**src/rtl/acc_cpu_pkg.sv**
```systemverilog
// rtl/acc_cpu_pkg.sv - shared opcode and FSM state definitions for the accumulator CPU
package acc_cpu_pkg;

    localparam int OP_W = 4;

    typedef enum logic [OP_W-1:0] {
        OP_NOP = 4'h0,
        OP_LDA = 4'h1,
        OP_STA = 4'h2,
        OP_ADD = 4'h3,
        OP_SUB = 4'h4,
        OP_AND = 4'h5,
        OP_OR  = 4'h6,
        OP_XOR = 4'h7,
        OP_JMP = 4'h8,
        OP_JZ  = 4'h9,
        OP_JNZ = 4'hA,
        OP_JC  = 4'hB,
        OP_LDI = 4'hC,
        OP_NOT = 4'hD,
        OP_RSV = 4'hE,
        OP_HLT = 4'hF
    } opcode_e;

    typedef enum logic [1:0] {
        ST_FETCH  = 2'd0,
        ST_DECODE = 2'd1,
        ST_MEM    = 2'd2,
        ST_HALT   = 2'd3
    } state_e;

endpackage

```
**src/rtl/acc_cpu_alu.sv**
```systemverilog
// rtl/acc_cpu_alu.sv - combinational ALU: arithmetic, logic, load pass-through and NOT
module acc_cpu_alu
    import acc_cpu_pkg::*;
#(
    parameter int DATA_W = 16
) (
    input  opcode_e           op_i,
    input  logic [DATA_W-1:0] acc_i,
    input  logic [DATA_W-1:0] m_i,
    output logic [DATA_W-1:0] result_o,
    output logic              carry_o
);

    logic [DATA_W:0] sum;
    logic [DATA_W:0] diff;

    // The extra top bit of the difference is the unsigned borrow (acc < m).
    assign sum  = {1'b0, acc_i} + {1'b0, m_i};
    assign diff = {1'b0, acc_i} - {1'b0, m_i};

    always_comb begin
        result_o = acc_i;
        carry_o  = 1'b0;
        case (op_i)
            OP_ADD: begin
                result_o = sum[DATA_W-1:0];
                carry_o  = sum[DATA_W];
            end
            OP_SUB: begin
                result_o = diff[DATA_W-1:0];
                carry_o  = diff[DATA_W];
            end
            OP_AND:         result_o = acc_i & m_i;
            OP_OR:          result_o = acc_i | m_i;
            OP_XOR:         result_o = acc_i ^ m_i;
            OP_NOT:         result_o = ~acc_i;
            OP_LDA, OP_LDI: result_o = m_i;
            default:        result_o = acc_i;
        endcase
    end

endmodule

```
**src/rtl/acc_cpu.sv**
```systemverilog
// rtl/acc_cpu.sv - accumulator CPU top: control FSM, datapath registers, memory port
module acc_cpu
    import acc_cpu_pkg::*;
#(
    parameter int DATA_W = 16,
    parameter int ADDR_W = 8
) (
    input  logic              i_clk,
    input  logic              i_rst,
    output logic              o_mem_req,
    output logic              o_mem_we,
    output logic [ADDR_W-1:0] o_mem_addr,
    output logic [DATA_W-1:0] o_mem_wdata,
    input  logic              i_mem_ack,
    input  logic [DATA_W-1:0] i_mem_rdata,
    output logic [ADDR_W-1:0] o_pc,
    output logic [DATA_W-1:0] o_acc,
    output logic              o_carry,
    output logic              o_zero,
    output logic              o_halted
);

    // Only the opcode and operand fields of an instruction are ever used, so only those are held.
    localparam int IR_W = OP_W + ADDR_W;

    state_e            state_q, state_d;
    logic [ADDR_W-1:0] pc_q, pc_d;
    logic [DATA_W-1:0] acc_q, acc_d;
    logic              carry_q, carry_d;
    logic [IR_W-1:0]   ir_q, ir_d;

    opcode_e           op;
    logic [ADDR_W-1:0] operand;
    logic              zero;
    logic              ack;
    logic [DATA_W-1:0] alu_m;
    logic [DATA_W-1:0] alu_result;
    logic              alu_carry;

    assign op      = opcode_e'(ir_q[IR_W-1 -: OP_W]);
    assign operand = ir_q[ADDR_W-1:0];
    assign zero    = (acc_q == '0);

    // Request is gated by reset so an in-flight transaction is dropped immediately.
    assign o_mem_req   = ((state_q == ST_FETCH) || (state_q == ST_MEM)) && !i_rst;
    assign o_mem_we    = (state_q == ST_MEM) && (op == OP_STA);
    assign o_mem_addr  = (state_q == ST_MEM) ? operand : pc_q;
    assign o_mem_wdata = acc_q;
    assign ack         = o_mem_req && i_mem_ack;

    assign o_pc     = pc_q;
    assign o_acc    = acc_q;
    assign o_carry  = carry_q;
    assign o_zero   = zero;
    assign o_halted = (state_q == ST_HALT);

    // Memory ops take M from the bus; LDI takes the zero-extended operand.
    assign alu_m = (state_q == ST_MEM) ? i_mem_rdata
                                       : {{(DATA_W-ADDR_W){1'b0}}, operand};

    acc_cpu_alu #(
        .DATA_W (DATA_W)
    ) u_alu (
        .op_i     (op),
        .acc_i    (acc_q),
        .m_i      (alu_m),
        .result_o (alu_result),
        .carry_o  (alu_carry)
    );

    always_comb begin
        state_d = state_q;
        pc_d    = pc_q;
        acc_d   = acc_q;
        carry_d = carry_q;
        ir_d    = ir_q;
        case (state_q)
            ST_FETCH: begin
                if (ack) begin
                    ir_d    = {i_mem_rdata[DATA_W-1 -: OP_W], i_mem_rdata[ADDR_W-1:0]};
                    pc_d    = pc_q + ADDR_W'(1);
                    state_d = ST_DECODE;
                end
            end
            ST_DECODE: begin
                state_d = ST_FETCH;
                case (op)
                    OP_LDA, OP_STA, OP_ADD, OP_SUB,
                    OP_AND, OP_OR, OP_XOR: state_d = ST_MEM;
                    OP_JMP:                pc_d    = operand;
                    OP_JZ:  if (zero)      pc_d    = operand;
                    OP_JNZ: if (!zero)     pc_d    = operand;
                    OP_JC:  if (carry_q)   pc_d    = operand;
                    OP_LDI, OP_NOT:        acc_d   = alu_result;
                    OP_HLT:                state_d = ST_HALT;
                    default:               state_d = ST_FETCH;
                endcase
            end
            ST_MEM: begin
                if (ack) begin
                    state_d = ST_FETCH;
                    if (op != OP_STA) begin
                        acc_d = alu_result;
                    end
                    if ((op == OP_ADD) || (op == OP_SUB)) begin
                        carry_d = alu_carry;
                    end
                end
            end
            default: state_d = ST_HALT;
        endcase
    end

    always_ff @(posedge i_clk) begin
        if (i_rst) begin
            state_q <= ST_FETCH;
            pc_q    <= '0;
            acc_q   <= '0;
            carry_q <= 1'b0;
            ir_q    <= '0;
        end else begin
            state_q <= state_d;
            pc_q    <= pc_d;
            acc_q   <= acc_d;
            carry_q <= carry_d;
            ir_q    <= ir_d;
        end
    end

endmodule

```
**config.mk**
```make
export PLATFORM = sky130hd
export DESIGN_NAME = acc_cpu
export DESIGN_NICKNAME = d
export VERILOG_FILES = /design/src/rtl/acc_cpu_pkg.sv /design/src/rtl/acc_cpu_alu.sv /design/src/rtl/acc_cpu.sv
export SDC_FILE = /design/constraint.sdc
export NUM_CORES = 1
export LEC_CHECK = 0
export ABC_AREA = 0
export ABC_CLOCK_PERIOD_IN_PS = 8000
export BUFFER_PORTS_ARGS = -buffer_cell sky130_fd_sc_hd__buf_2
export CORE_MARGIN = 2
export CORE_UTILIZATION = 40
export CTS_CLUSTER_SIZE = 25
export DETAILED_ROUTE_END_ITERATION = 10
export GPL_TIMING_DRIVEN = 1
export PLACE_DENSITY_LB_ADDON = 0.05
export RECOVER_POWER = 25
export SETUP_SLACK_MARGIN = 0.2
export SYNTH_ARGS = -nofsm -noshare
export SYNTH_HDL_FRONTEND = slang
export SYNTH_SLANG_ARGS = --single-unit
```
**constraint.sdc**
```tcl
create_clock -name i_clk -period 8 [get_ports i_clk]
set_clock_uncertainty 0.05 [all_clocks]
set_input_delay 0.8 -clock i_clk [delete_from_list [all_inputs] [get_ports i_clk]]
set_output_delay 0.8 -clock i_clk [all_outputs]
set_load 0.02 [all_outputs]
```
After elaboration in Yosys (flattened, before gate mapping):

Cells that the tools add are included.

* register bits after elaboration: 39
* input bits: 19
* output and inout port bits: 53
* logic and storage cells: 74

* $add $sub $neg: 3
* equal/unequal tests: 26
* multiplexer cells: 18
* bitwise operators: 4
* reductions and logical operators: 18

Operators with widths (number)
* 16-bit one-hot mux with 7 select lines: 1
* 16-bit 2-to-1 mux: 4
* 8-bit 2-to-1 mux: 5
* 16-bit one-hot mux with 2 select lines: 1
* 8-bit one-hot mux with 4 select lines: 1
* 4-bit == test, second input constant: 7
* 16-bit by 16-bit adder with 17-bit output: 1
* 16-bit by 16-bit subtractor with 17-bit output: 1
* 16-bit AND: 1
* 4-bit by 3-bit == test with 1-bit output, second input constant: 4
* 16-bit logical NOT: 1
* 16-bit inverter: 1
* 16-bit bitwise OR: 1
* 8-bit one-hot mux with 2 select lines: 1
* 16-bit bitwise XOR: 1
* 3-bit != test, second input constant: 3
* 8-bit by 1-bit adder with 8-bit output, second input constant: 1
* 4-bit by 2-bit == test with 1-bit output, second input constant: 2
* 7-bit OR reduction: 1
* 2-bit one-hot mux with 3 select lines: 1
* 6-bit AND reduction: 1
* 5-bit by 2-bit != test with 1-bit output, second input constant: 1
* 2-bit == test, second input constant: 2
* 4-bit by 1-bit == test with 1-bit output, second input constant: 1
* other kinds (16): 25

Depth between registers and ports, before layout:

* word-level depth: 7
* mapped depth: 15
* depth with buffers taken out: 13

Hierarchy:

From an unflattened synthesis, not the netlist that was laid out.

* cells, all modules: 752
* area, all modules: 5271.3 µm²

By module, submodules not included
* acc_cpu_alu: instances 1, cells an instance 459, area an instance 3037.9 µm², seq. area each 0.0 µm²
* acc_cpu: instances 1, cells an instance 293, area an instance 2233.4 µm², seq. area each 780.7 µm²

Worst setup path before layout:

No wires, ideal clock.

* path type: register -> register
* start: register state_q[1]
* end: register acc_q[15], in the netlist o_acc[15]
* library setup time: 117 ps
* data arrival time: 3187 ps
* data required time: 7833 ps
* slack: 4646 ps
* stages on the path, launching flop included: 14
* buffers on the path: 2
* clock period less this slack: 3354 ps
* path through: dfxtp_1 > nor2b_1 > buf_2 > buf_2 > mux2i_1 > inv_1 > ha_1 > or2_1 > a221oi_2 > o211ai_1 > a31oi_2 > nor2_1 > or4_1 > a32o_1

* longest elaborated chain between the ends: 7
* elaborated cells on any way between the ends: 22
* classes of those cells: add/sub: 2; eq/ne: 5; mux: 6; bitwise: 3; reduce/logical: 6

RTL lines
* from (decl): line acc_cpu.sv:26 `state_e state_q, state_d;`
* from (signal assigned): line acc_cpu.sv:122 `state_q <= state_d;`
* 2-bit == test: line acc_cpu.sv:45, acc_cpu.sv:58, acc_cpu.sv:77
* 16-bit 2-to-1 mux: line acc_cpu.sv:58 `assign alu_m = (state_q == ST_MEM) ? i_mem_rdata`
* 16-bit by 16-bit subtractor with 17-bit output (tied with other cells): line acc_cpu_alu.sv:19 `assign diff = {1'b0, acc_i} - {1'b0, m_i};`
* 16-bit one-hot mux with 7 select lines: line acc_cpu_alu.sv:24 `case (op_i)`
* 16-bit 2-to-1 mux: line acc_cpu.sv:102 `if (op != OP_STA) begin`
* 16-bit 2-to-1 mux: line acc_cpu.sv:100 `if (ack) begin`
* 16-bit one-hot mux with 2 select lines: line acc_cpu.sv:77 `case (state_q)`
* to (signal assigned): line acc_cpu.sv:118 `acc_q <= '0;`
* to (signal assigned): line acc_cpu.sv:124 `acc_q <= acc_d;`
* to (decl): line acc_cpu.sv:28 `logic [DATA_W-1:0] acc_q, acc_d;`

Parallel ways exist; a longest one is shown, timed or not. The select of a mux whose other input is x is not followed.
A chain may end at the register's enable or synchronous reset.

Worst setup path after layout:

* start: input i_rst
* end: register acc_q[14], in the netlist o_acc[14]

* longest elaborated chain between the ends: 5

RTL lines
* from (decl): line acc_cpu.sv:9 `input logic i_rst,`
* 1-bit logical NOT: line acc_cpu.sv:45 `assign o_mem_req = ((state_q == ST_FETCH) || (state_q == ST_MEM)) && !i_rst;`
* 1-bit logical AND: line acc_cpu.sv:45
* 1-bit logical AND: line acc_cpu.sv:49 `assign ack = o_mem_req && i_mem_ack;`
* 2-bit != test (no source line)
* 4-bit AND reduction (no source line)

Parallel ways exist; a longest one is shown, timed or not.

==> summary.md <==
| Metric | Value |
|---|---|
| Fraction of registers with async set/reset | `0%` |
| P_sw | `0.000198 W` |
| DRC | `0` |
| Sw Share | `33.3%` |
| CTS tree | `yes` |
| Ant. Diodes | `0` |
| Die ar. | `13000 sq um` |
| Critical Path End Type | `register` |
| IO buf count | `71` |
| Seq/Total Area, Yosys | `16.1%` |
| Logic pwr share | `23.4%` |
| First-pass GRT wire length | `26000 microns` |
| Rel. slew slack | `-57.8%` |
| Synth Cell Area | `4860 sq um` |
| Synth Area per Inst | `7.33 sq um` |
| Total core area | `11900 sq um` |
| Failing checks | `max-capacitance violations, max-slew violations` |
| Area leader, netlist | `dfxtp_1` |
| Fillers | `1257` |
| R2R setup slack | `4.11 ns` |
| CP startpoint kind | `primary input` |
| Core Rows | `40` |
| Final Hold Viols | `0` |
| Cts hold-fix bufs | `0` |
| Sink Count | `39` |
| Arr. time, crit path | `4.14 ns` |
| Gr ovfl total | `0` |
| Worst slew pin tran | `2.37 ns` |
| Min cycle time layout | `4.04 ns` |
| Vias in the first global route | `4601` |
| First DRT Iteration DRCs | `340` |
| I/O pins | `72` |
| Initial Utilization | `40.8%` |
| RSZ-0062 raised after global routing | `no` |
| Die Y | `114 microns` |
| Hold Path Stages | `2` |
| Htree depth | `2` |
| Clk network pwr share | `41.4%` |
| Pre-Repair DR Iteration Count | `5` |
| Die W | `114 microns` |
| Worst-path clk slew | `0.07 ns` |
| Max Slew Vio Count | `46` |
| Fraction of layout cells with a size suffix above 1 | `12.9%` |
| Via density | `6.17` |
| Largest net degree at the start of global routing | `46` |
| PD cells | `112 nW/um^2` |
| Synth cell types | `80` |
| Worst-case reg-to-reg path depth | `11` |
| Fmax | `247 MHz` |
| Post-Syn Instances | `663` |
| P&R area growth vs syn | `8.78%` |
| Pleak | `2.22 nW` |
| CP required | `8.10 ns` |
| Drt total wl | `16900 microns` |
| CP Max Fanout | `45` |
| Status | `finished with violations` |
| NumNets Final | `761` |
| WL/cell | `20.2 microns` |
| Clock Latency Late Sink | `0.30 ns` |
| Clk root buf | `clkbuf_16` |
| CTS Buffer Depth | `2` |
| Initial antenna violation count | `0` |
| Setup TNS | `0 ns` |
| Seq pwr share | `35.2%` |
| Vias | `5153` |
| Hold crit path type | `register to register` |
| Top cells by area, synth | `dfxtp_1, ha_1, a21oi_1, nand2_1, nor2_1` |
| Fin worst setup slack | `3.96 ns` |
| EDFF count, synth | `0` |
| Post-synthesis sequential element count | `39` |
| Setup-failing EPs final | `0` |
| Top cell type's share of synthesized area | `16.1%` |
| Syn_nets | `737` |
| Setup bufs post-CTS | `0` |
| Post-CTS sizing | `0` |
| Pint | `0.000397 W` |
| Clock buffer count from CTS | `5` |
| Post-Layout Cell Count | `835` |
| Final worst path period share | `50.5%` |
| DP HPWL | `11700 microns` |
| YS warnings | `0` |
| GRT Resource Usage Total | `25.6%` |
| Peak supply drop | `0.0717 mV` |
| Dpl cells | `827` |
| Critical path type | `primary input to register` |
| Max Cap Viol | `1` |
| GPL Wtd Cong | `0.904` |
| Pre-CTS setup slack | `4.14 ns` |
| Top_reg_cell synth | `dfxtp_1` |
| Post-route ant nets | `0` |
==> flip-flops by register name, indices dropped and copies added (netlist names) <==
register	flops
state_q	2
ir_q	12
o_acc	16
o_carry	1
o_pc	8
==> through the flow <==
| step | utilization [%] | area, sq um | hold slack (ns) | total power, W |
|---|---|---|---|---|
| after floorplan | - | 4860 | 0.407 | 0.000311 |
| after global routing | 44.4 | 5290 | 0.472 | 0.000622 |
| after CTS | 44.6 | 5320 | 0.442 | 0.000599 |
| final | 44.4 | 5290 | 0.438 | 0.000595 |
| after detailed placement | 43.2 | 5150 | 0.433 | 0.000351 |
| after global placement | 43.2 | 5150 | 0.430 | 0.000350 |
==> worst max-delay path: stages <==
cell       delay [ns]
clkbuf_1         1.66
nand3b_2         0.42
o22a_1           0.16
buf_4            0.31
nor4_1           0.17
o211ai_1         0.13
a31oi_1          0.06
a2111oi_0        0.42
==> cells in the final DEF, fill, tap and decap left out, types with 4 or more instances in the layout <==
master	Yosys	layout
inv_1	50	50
o2111ai_1	4	4
a21o_1	6	6
a221o_1	4	4
a2111oi_0	4	4
nand2_1	60	60
ha_1	53	53
nand2b_1	13	13
mux2i_1	10	10
o22ai_1	13	13
clkbuf_1	26	22
nor2b_1	7	6
or3_1	5	5
dfxtp_1	39	39
a31oi_1	7	7
nor3_1	16	15
buf_2	11	49
nand3_1	9	9
a211o_1	6	6
o211ai_1	9	9
nor2_1	57	57
a211oi_1	22	22
clkbuf_16	0	5
a22oi_1	7	7
o31ai_1	9	9
and3_1	7	7
nor4_1	9	9
or4_1	7	7
a21oi_1	51	51
xnor2_1	5	5
and2_1	5	5
mux2_2	10	10
buf_4	19	6
o21ai_0	36	36
==> cells in the mapped netlist, drive strengths merged (13+ instances only) <==
cell type	number
nand2	61
nor2	57
ha	53
a21oi	51
inv	50
dfxtp	39
o21ai	38
buf	34
clkbuf	26
a211oi	22
nor3	16
o22ai	14
nand2b	13
==> cell type report <==
class | instances | area (sq um) | area share [%]
clock inverters | 3 | 43.8 | 0.828
repair buffers | 77 | 373 | 7.05
well taps | 147 | 184 | 3.48
clock buffers | 5 | 125 | 2.37
inverters | 50 | 188 | 3.55
flip-flops and latches | 39 | 781 | 14.8
multi-input cells | 514 | 3590 | 68.0
==> metal layers <==
metal,GRT usage (%),vias up,part of all wire [%]
li1,-,2458,-
met1,36.0,2477,47
met2,39.0,186,43
met3,3.97,32,5.9
met4,10.6,0,3.6
met5,0,-,0
==> kinds of logic (layout without fill, tap and decap cells) <==
group | after synthesis | count (layout) | synth area share (%)
buffers and inverters | 110 | 135 | 10.6
muxes | 20 | 20 | 4.38
and+or+nand+nor | 217 | 217 | 22.7
AOI/OAI and AO/OA | 216 | 216 | 30.8
xor gates and xnor gates | 6 | 6 | 1.08
adders and majority gates | 55 | 55 | 14.5
DFF | 39 | 39 | 16.1
==> power by group through the flow <==
| stage | registers [W] | logic, W | clock network [W] |
|---|---|---|---|
| detailed placement | 0.000214 | 0.000137 | 0 |
| finish | 0.000209 | 0.000139 | 0.000246 |
| CTS | 0.000209 | 0.000138 | 0.000252 |
| global route | 0.000210 | 0.000152 | 0.000259 |
| global placement | 0.000214 | 0.000136 | 0 |
| floorplan | 0.000210 | 0.000101 | 0 |
==> path summary, 6_finish.rpt <==
kind,to,startpoint
hold reg to reg,ir_q[6],ir_q[6]
hold / removal,ir_q[6],ir_q[6]
setup reg to reg,o_acc[15],state_q[1]
setup / recovery,o_acc[14],i_rst
No activity file was read; power rests on OpenSTA's default activity.
